[src/rtl/sum_display_driver.sv]
// sum_display_driver
//
// Display stage behind the 4-bit adder. On a load strobe it captures the
// 5-bit result V = {cout_in, sum_in} (0..31). A sequential double-dabble
// engine turns V into two BCD digits, one step per cycle over five cycles.
// The digits then drive a two-digit, time-multiplexed, common-anode 7-segment
// display. When the tens digit is zero, that digit is blanked.
//
// Parameters
//   REFRESH_DIV     clock cycles each digit stays lit (2..2^20)
//   ACTIVE_LOW_SEG  1: segments active-low, 0: active-high (seg inverted)
//
// Ports
//   clk      system clock, rising-edge
//   rst_n    asynchronous active-low reset
//   load     capture request; ignored while busy
//   sum_in   adder Sum_total
//   cout_in  adder carry out (MSB of the captured value)
//   busy     high while a conversion is in progress
//   seg      segments {g,f,e,d,c,b,a}, registered
//   an       digit enables, active-low, registered; an[0]=units, an[1]=tens

module sum_display_driver #(
  parameter int unsigned REFRESH_DIV    = 50000,
  parameter bit          ACTIVE_LOW_SEG = 1'b1
) (
  input  logic       clk,
  input  logic       rst_n,
  input  logic       load,
  input  logic [3:0] sum_in,
  input  logic       cout_in,
  output logic       busy,
  output logic [6:0] seg,
  output logic [1:0] an
);

  localparam int unsigned    CntW     = (REFRESH_DIV > 1) ? $clog2(REFRESH_DIV) : 1;
  localparam logic [CntW-1:0] CntMax  = CntW'(REFRESH_DIV - 1);
  localparam logic [2:0]     LastStep = 3'd4;
  // XOR mask that turns the active-low code table into the configured polarity.
  localparam logic [6:0]     SegInv   = ACTIVE_LOW_SEG ? 7'b0000000 : 7'b1111111;
  localparam logic [6:0]     SegZero  = 7'b1000000 ^ SegInv;

  typedef enum logic [0:0] {StIdle, StConvert} state_e;

  // Active-low 7-segment code. Codes 10..15 cannot come out of the converter,
  // so they share the blank pattern.
  function automatic logic [6:0] enc_low(input logic [3:0] digit, input logic blank);
    logic [6:0] code;
    code = 7'b1111111;
    if (!blank) begin
      case (digit)
        4'd0:    code = 7'b1000000;
        4'd1:    code = 7'b1111001;
        4'd2:    code = 7'b0100100;
        4'd3:    code = 7'b0110000;
        4'd4:    code = 7'b0011001;
        4'd5:    code = 7'b0010010;
        4'd6:    code = 7'b0000010;
        4'd7:    code = 7'b1111000;
        4'd8:    code = 7'b0000000;
        4'd9:    code = 7'b0010000;
        default: code = 7'b1111111;
      endcase
    end
    return code;
  endfunction

  // ---------------------------------------------------------------------------
  // Conversion FSM and double-dabble datapath
  // ---------------------------------------------------------------------------
  state_e     state_q, state_d;
  logic [4:0] val_q, val_d;      // remaining bits of V, consumed MSB first
  logic [7:0] bcd_q, bcd_d;      // {tens, units} scratch
  logic [2:0] step_q, step_d;
  logic [3:0] tens_q, tens_d;
  logic [3:0] units_q, units_d;

  logic [7:0] bcd_adj;
  logic [7:0] bcd_shift;

  always_comb begin
    bcd_adj = bcd_q;
    if (bcd_q[3:0] >= 4'd5) bcd_adj[3:0] = bcd_q[3:0] + 4'd3;
    if (bcd_q[7:4] >= 4'd5) bcd_adj[7:4] = bcd_q[7:4] + 4'd3;
    bcd_shift = {bcd_adj[6:0], val_q[4]};
  end

  always_comb begin
    state_d = state_q;
    val_d   = val_q;
    bcd_d   = bcd_q;
    step_d  = step_q;
    tens_d  = tens_q;
    units_d = units_q;
    unique case (state_q)
      StIdle: begin
        if (load) begin
          state_d = StConvert;
          val_d   = {cout_in, sum_in};
          bcd_d   = '0;
          step_d  = '0;
        end
      end
      StConvert: begin
        bcd_d  = bcd_shift;
        val_d  = {val_q[3:0], 1'b0};
        step_d = step_q + 3'd1;
        if (step_q == LastStep) begin
          state_d = StIdle;
          // Both digits commit together from the final step, never partially.
          tens_d  = bcd_shift[7:4];
          units_d = bcd_shift[3:0];
        end
      end
      default: state_d = StIdle;
    endcase
  end

  always_ff @(posedge clk or negedge rst_n) begin
    if (!rst_n) begin
      state_q <= StIdle;
      val_q   <= '0;
      bcd_q   <= '0;
      step_q  <= '0;
      tens_q  <= '0;
      units_q <= '0;
    end else begin
      state_q <= state_d;
      val_q   <= val_d;
      bcd_q   <= bcd_d;
      step_q  <= step_d;
      tens_q  <= tens_d;
      units_q <= units_d;
    end
  end

  assign busy = (state_q == StConvert);

  // ---------------------------------------------------------------------------
  // Refresh scan, free-running and independent of the FSM
  // ---------------------------------------------------------------------------
  logic [CntW-1:0] cnt_q, cnt_d;
  logic            sel_q, sel_d;   // 0: units, 1: tens
  logic            wrap;
  logic [6:0]      seg_q, seg_d;
  logic [1:0]      an_q, an_d;
  logic [3:0]      scan_digit;
  logic            scan_blank;

  always_comb begin
    wrap  = (cnt_q == CntMax);
    cnt_d = wrap ? '0 : cnt_q + 1'b1;
    sel_d = sel_q ^ wrap;
    // seg/an are built from the next select so both switch on the same edge.
    scan_digit = sel_d ? tens_q : units_q;
    scan_blank = sel_d && (tens_q == 4'd0);
    seg_d      = enc_low(scan_digit, scan_blank) ^ SegInv;
    an_d       = sel_d ? 2'b01 : 2'b10;
  end

  always_ff @(posedge clk or negedge rst_n) begin
    if (!rst_n) begin
      cnt_q <= '0;
      sel_q <= 1'b0;
      seg_q <= SegZero;
      an_q  <= 2'b10;
    end else begin
      cnt_q <= cnt_d;
      sel_q <= sel_d;
      seg_q <= seg_d;
      an_q  <= an_d;
    end
  end

  assign seg = seg_q;
  assign an  = an_q;

endmodule

[config.mk]
export PLATFORM = sky130hd
export DESIGN_NAME = sum_display_driver
export DESIGN_NICKNAME = d
export VERILOG_FILES = /design/src/rtl/sum_display_driver.sv
export SDC_FILE = /design/constraint.sdc
export NUM_CORES = 1
export LEC_CHECK = 0
export ABC_AREA = 1
export ABC_CLOCK_PERIOD_IN_PS = 2800
export CORE_MARGIN = 5
export CORE_UTILIZATION = 58
export DETAILED_ROUTE_END_ITERATION = 7
export PLACE_DENSITY = 0.79
export SETUP_SLACK_MARGIN = 0.02
export SLEW_MARGIN = 20
export SYNTH_ARGS = -nofsm -noshare
export SYNTH_HDL_FRONTEND = slang
export SYNTH_SLANG_ARGS = --single-unit
export TNS_END_PERCENT = 1
[constraint.sdc]
create_clock -name clk -period 2.8 [get_ports clk]
set_clock_uncertainty 0.15 [all_clocks]
set_input_delay 0.84 -clock clk [delete_from_list [all_inputs] [get_ports clk]]
set_output_delay 0.84 -clock clk [all_outputs]
set_load 0.1 [all_outputs]
**Word-level counts from Yosys, hierarchy flattened**

Memory sizes are Yosys's and may differ from the RTL's.
Cells that the tools add are included.

- Flip-flop bits (word level): 51
- Bits in latches: 0
- RAM bits: 0
- Bits in read-only memories: 112
- Logic and storage cells: 40
- Memories: 1

- Add/sub/neg operators: 4
- Multiply operators: 0
- Div/mod/pow operators: 0
- Order comparisons: 2
- Equal/unequal tests: 3
- Shifts and indexed selects: 0
- Muxes and demuxes: 15
- Bitwise logic cells: 2
- Reductions and logical operators: 3

Memory list:

| name | words | bits a word | read ports | clocked after Yosys merged registers in | write ports | line | text |
|---|---|---|---|---|---|---|---|
| (name not given) | 16 | 7 | 1 | 0 | 0 | 52 | `case (digit)` |

Operator list:

| kind | number |
|---|---|
| 16-bit by 1-bit adder with 16-bit output, second input constant | 1 |
| 16-bit equality test, second input constant | 1 |
| 16-bit two-way mux | 1 |
| 8-bit one-hot mux with 2 select lines | 1 |
| 5-bit one-hot mux with 2 select lines | 1 |
| 4-bit by 3-bit greater-or-equal comparator with 1-bit output, second input constant | 2 |
| 4-bit two-way mux | 2 |
| 8-bit two-way mux | 1 |
| 7-bit two-way mux | 1 |
| 3-bit two-way mux | 2 |
| 3-bit one-hot mux with 2 select lines | 1 |
| 5-bit two-way mux | 1 |
| 4-bit by 2-bit adder with 4-bit output, second input constant | 1 |
| 4-bit zero test | 1 |
| 3-bit by 1-bit adder with 3-bit output, second input constant | 1 |
| 3-bit by 2-bit adder with 3-bit output, second input constant | 1 |
| 3-bit equality test, second input constant | 1 |
| 1-bit two-way mux | 2 |
| 2-bit two-way mux | 1 |
| 2-bit inequality test, second input constant | 1 |
| 1-bit one-hot mux with 2 select lines | 1 |
| 2-bit AND reduction | 1 |
| 1-bit logical AND | 1 |
| 1-bit inverter | 1 |
| 1-bit XOR | 1 |

**Logic depth before layout (Yosys ltp)**

An unclocked memory read counts as a cell.

- Depth in word-level cells: 5
- Gate-level depth with buffers: 15
- Gate-level depth less buffers: 15

**Worst setup path before layout**

Ideal clock, no wire load.

- Path type: register to register
- Start point: register state_q (netlist: busy)
- End point: register val_q[0]
- Arrival time: 1.797 ns
- Data required time: 2.516 ns
- Path slack: 0.719 ns
- Cell stages (with the launch flop): 5
- Buffers on the path: 1
- Period minus slack after synthesis: 2.081 ns
- Cell sequence: dfrtp_1 -> clkinv_1 -> clkbuf_1 -> nand3_1 -> o21ai_0

- Word-level cells in the longest chain between the ends: 2
- Elaborated cells on any way between the ends: 3

RTL lines:

| item | line | text |
|---|---|---|
| start, declared | 72 | `state_e state_q, state_d;` |
| start signal, assigned | 122 | `state_q <= StIdle;` |
| start signal, assigned | 129 | `state_q <= state_d;` |
| 1-bit inverter | - |  |
| 5-bit one-hot mux with 2 select lines or 2-bit inequality test (tied branches) | - |  |
| end signal, assigned | 130 | `val_q <= val_d;` |
| end, declared | 73 | `logic [4:0] val_q, val_d;` |

Several ways; a longest one is shown, not always the timed one.
A chain may end at the register's enable or synchronous reset.

**Worst setup path in the final report**

- Start point: register cnt_q[0]
- End point: register seg_q[3] (netlist: seg[3])

- Word-level cells in the longest chain between the ends: 5
- Elaborated cells on any way between the ends: 6

RTL lines:

| item | line | text |
|---|---|---|
| start, declared | 143 | `logic [CntW-1:0] cnt_q, cnt_d;` |
| start signal, assigned | 169 | `cnt_q <= cnt_d;` |
| 16-bit equality test * | 152 | `wrap = (cnt_q == CntMax);` |
| 1-bit XOR * | 154 | `sel_d = sel_q ^ wrap;` |
| 4-bit two-way mux | 156 | `scan_digit = sel_d ? tens_q : units_q;` |
| memory read 16 x 7 bit | - |  |
| 7-bit two-way mux * | 51 | `if (!blank) begin` |
| net seg_d[3] | 146 | `logic [6:0] seg_q, seg_d;` |
| end signal, assigned | 166 | `seg_q <= SegZero;` |
| end signal, assigned | 171 | `seg_q <= seg_d;` |
| end, declared | 146 |  |

Mark *: on every way through the listed nets, which the timed path passes. The rest lies on a longest branch.

==> out/summary.txt <==
Synth area leaders = dfrtp_1, nand2_1, inv_1
Total Routing Usage GR = 16.4%
R2R Path End = seg[3]
Post-synthesis cell count = 303
Flops & latches, synth = 50
Die H = 76.6 um
Final antenna-violating net count = 0
Share of layout cells above drive strength 1 = 14.8%
NumNets Final = 340
Worst Path Required = 2.84 ns
Syn avg cell area = 8.48 sq um
Hold Crit Depth = 1
Pin slew with the least headroom to its limit = 0.468 ns
Die area = 5860 sq um
Num rows = 24
Unique masters post-synth = 33
Setup crit end kind = flip-flop
Worst-Skew Late Latency = 0.30 ns
Area of the multi-input gates = 1110 sq um
DR vias/cell = 5.23
CTS tree = yes
Fill cells = 358
Worst Hold Launch = cnt_q[0]
Final Hold Fails = 0
# resized after CTS = 0
Post-Syn Nets = 319
# port buffers = 17
Final routed DRC violation total = 0
Number of max-cap violations = 0
DR iter-0 viols = 112
Max Clk Rate = 440 MHz
Grt ovf = 0
Final Power = 2.86 mW
R2r setup slk = 0.52 ns
Worst hold path endpoint = cnt_q[0]
Initial Util = 59.4%
Final Core Density = 66.3%
Setup Fix Bufs, Post-CTS = 0
Final Max Slew Viols = 0
Worst Path Buf+Inv = 2
IO Pins = 18
Async set or reset register ratio after synthesis = 100%
Critical Path AT = 2.31 ns
CP cell instances = ha_1, nand3_2, nor2_2, nand2_1, nand2_2, nand3_1, nand2_4, inv_1, ha_1, inv_1, nand2_1, nand2_1, nand2_1, nand2_1
Tcrit/Tclk final = 81.3%
Most used cell, CP = nand2_1
Main synth FF type = dfrtp_1
Die width = 76.6 um
Tmin final = 2.28 ns
Routed WL = 4400 um
EDFF count, synth = 0
Gpl congestion = 0.890
Vias in the first global route = 1885
Worst hold slack = 0.313 ns
Status = completed
Clk slew on worst S/H paths = 0.08 ns
Final setup vio count = 0
R2R Path Start = cnt_q[0]
Wirelength per Cell = 11.7 um
Netlist Area Pre-Place = 2570 sq um
First-pass GRT wire length = 7970 um
Crit start category = flip-flop
Largest net degree at the start of global routing = 33
VDD IR max = 494 uV
Worst-path fanout max = 6
Fin Setup TNS = 0 ns
H-tree levels = 2
DP HPWL = 3320 um
Crit-path slowest cell = dfrtp_1
Power Dens Cells = 997 nW/um^2
Slew HR = 68.7%
Ys Warns = 0
Crit path largest cell delay = 0.37 ns
Reg area = 1250 sq um
CTS buffer count = 5
Root Driver = clkbuf_8
Register-to-Register Path Depth = 14
Hold buffers post-CTS = 0
Pre-antenna DRT Iters = 4
Via Count = 1972
Area grow syn2layout = 11.6%
Num Clock Sinks = 50
Max clock buf depth = 2
Share of the synthesized area in the top cell type = 46.8%
Area of the core = 4320 sq um
Antenna diode count = 0
Leak Pwr = 1.43 nW
Cell taking the most area after synthesis = dfrtp_1
Initial antenna violation count = 0
Seq/Total Area, Yosys = 48.8%
Family with the most delay on the worst path = simple AND/OR/NAND/NOR gates
Hold Crit Class = reg -> reg
Setup CP Type = reg -> reg
RSZ-0062 raised after global routing = false
## flip-flops by register name, indices dropped and copies added (netlist names)
| register | cells |
|---|---|
| cnt_q | 16 |
| bcd_q | 8 |
| seg | 7 |
| val_q | 5 |
| tens_q | 4 |
| units_q | 4 |
| step_q | 3 |
| an | 2 |
| busy | 1 |
## layout make-up
cell class / count / area share (%)
clock buffer: 7 / 3.01
clock inverter: 1 / 0.175
inverter: 50 / 6.59
multi-input combinational: 199 / 38.6
sequential: 50 / 43.7
tap: 52 / 2.27
timing repair buffer: 18 / 5.59
## per-stage QoR
| stage | instance area, sq um | std cells | setup WS, ns |
|---|---|---|---|
| after floorplan | 2570 | 303 | 0.719 |
| after global placement | 2780 | 369 | 0.489 |
| after detailed placement | 2780 | 369 | 0.429 |
| after CTS | 2870 | 377 | 0.537 |
| after global routing | 2870 | 377 | 0.402 |
| final | 2870 | 377 | 0.525 |
## cell usage in the layout (no fill, tap or decap), types with 3 or more instances in the layout
cell type        netlist  routed
nand2_2                6       6
ha_1                   8       8
nor3_1                 4       4
a21oi_1                7       7
nand3_1               20      20
nor2_2                 3       3
nand3_2                3       3
dfrtp_1               48      48
nor2_1                27      27
buf_4                  1      10
o21ai_1                3       3
clkdlybuf4s50_1        0       6
nand2_4                4       4
o22ai_1               10      10
inv_1                 46      46
o21ai_0               22      22
xor2_1                 4       4
clkbuf_8               0       6
nand2_1               61      61
## per-layer routing
layer	global-route usage [%]	routed length [um]	vias up
li1	-	-	1021
met3	3.90	169	8
met2	27.1	2150	22
met4	5.77	62	0
met1	21.0	2030	921
met5	0	0	-
## logic make-up after synthesis
group / after synthesis / synth area share, %
simple gates: 136 / 25.8
buf+inv: 54 / 8.09
compound gates: 50 / 11.7
flops: 50 / 48.8
fa+ha+maj: 8 / 3.90
xor+xnor: 5 / 1.70
## how the worst max path moves through the flow
stage | startpoint | to | slack [ns] | depth (start not counted)
finish | cnt_q[0] | seg[3] | 0.52 | 14
global route | cnt_q[0] | seg[3] | 0.40 | 14
CTS | cnt_q[0] | seg[3] | 0.54 | 14
detailed placement | load | val_q[4] | 0.43 | 5
global placement | load | val_q[4] | 0.49 | 5
floorplan | busy | val_q[0] | 0.72 | 4
## synth_stat cells (2+ instances only)
cell / instances
o211ai_1: 2
nand2_1: 61
nand2_4: 4
o21ai_1: 3
nand4_1: 2
nand3_1: 20
nor2_2: 3
o21ai_0: 22
dfstp_2: 2
xor2_1: 4
nor3_2: 2
nand3_2: 3
dfrtp_1: 48
inv_2: 2
a31oi_1: 2
o22ai_1: 10
nor2_1: 27
nand2_2: 6
inv_1: 46
ha_1: 8
clkbuf_1: 3
o221ai_1: 2
nor2_4: 2
a21oi_1: 7
nor3_1: 4
## report_power, final
group          total, mW  internal, mW  switching [mW]
combinational       1.38         0.393           0.983
sequential          1.06         0.945           0.114
clock              0.422         0.199           0.222
Note: power is estimated with default switching activity, not from simulation.
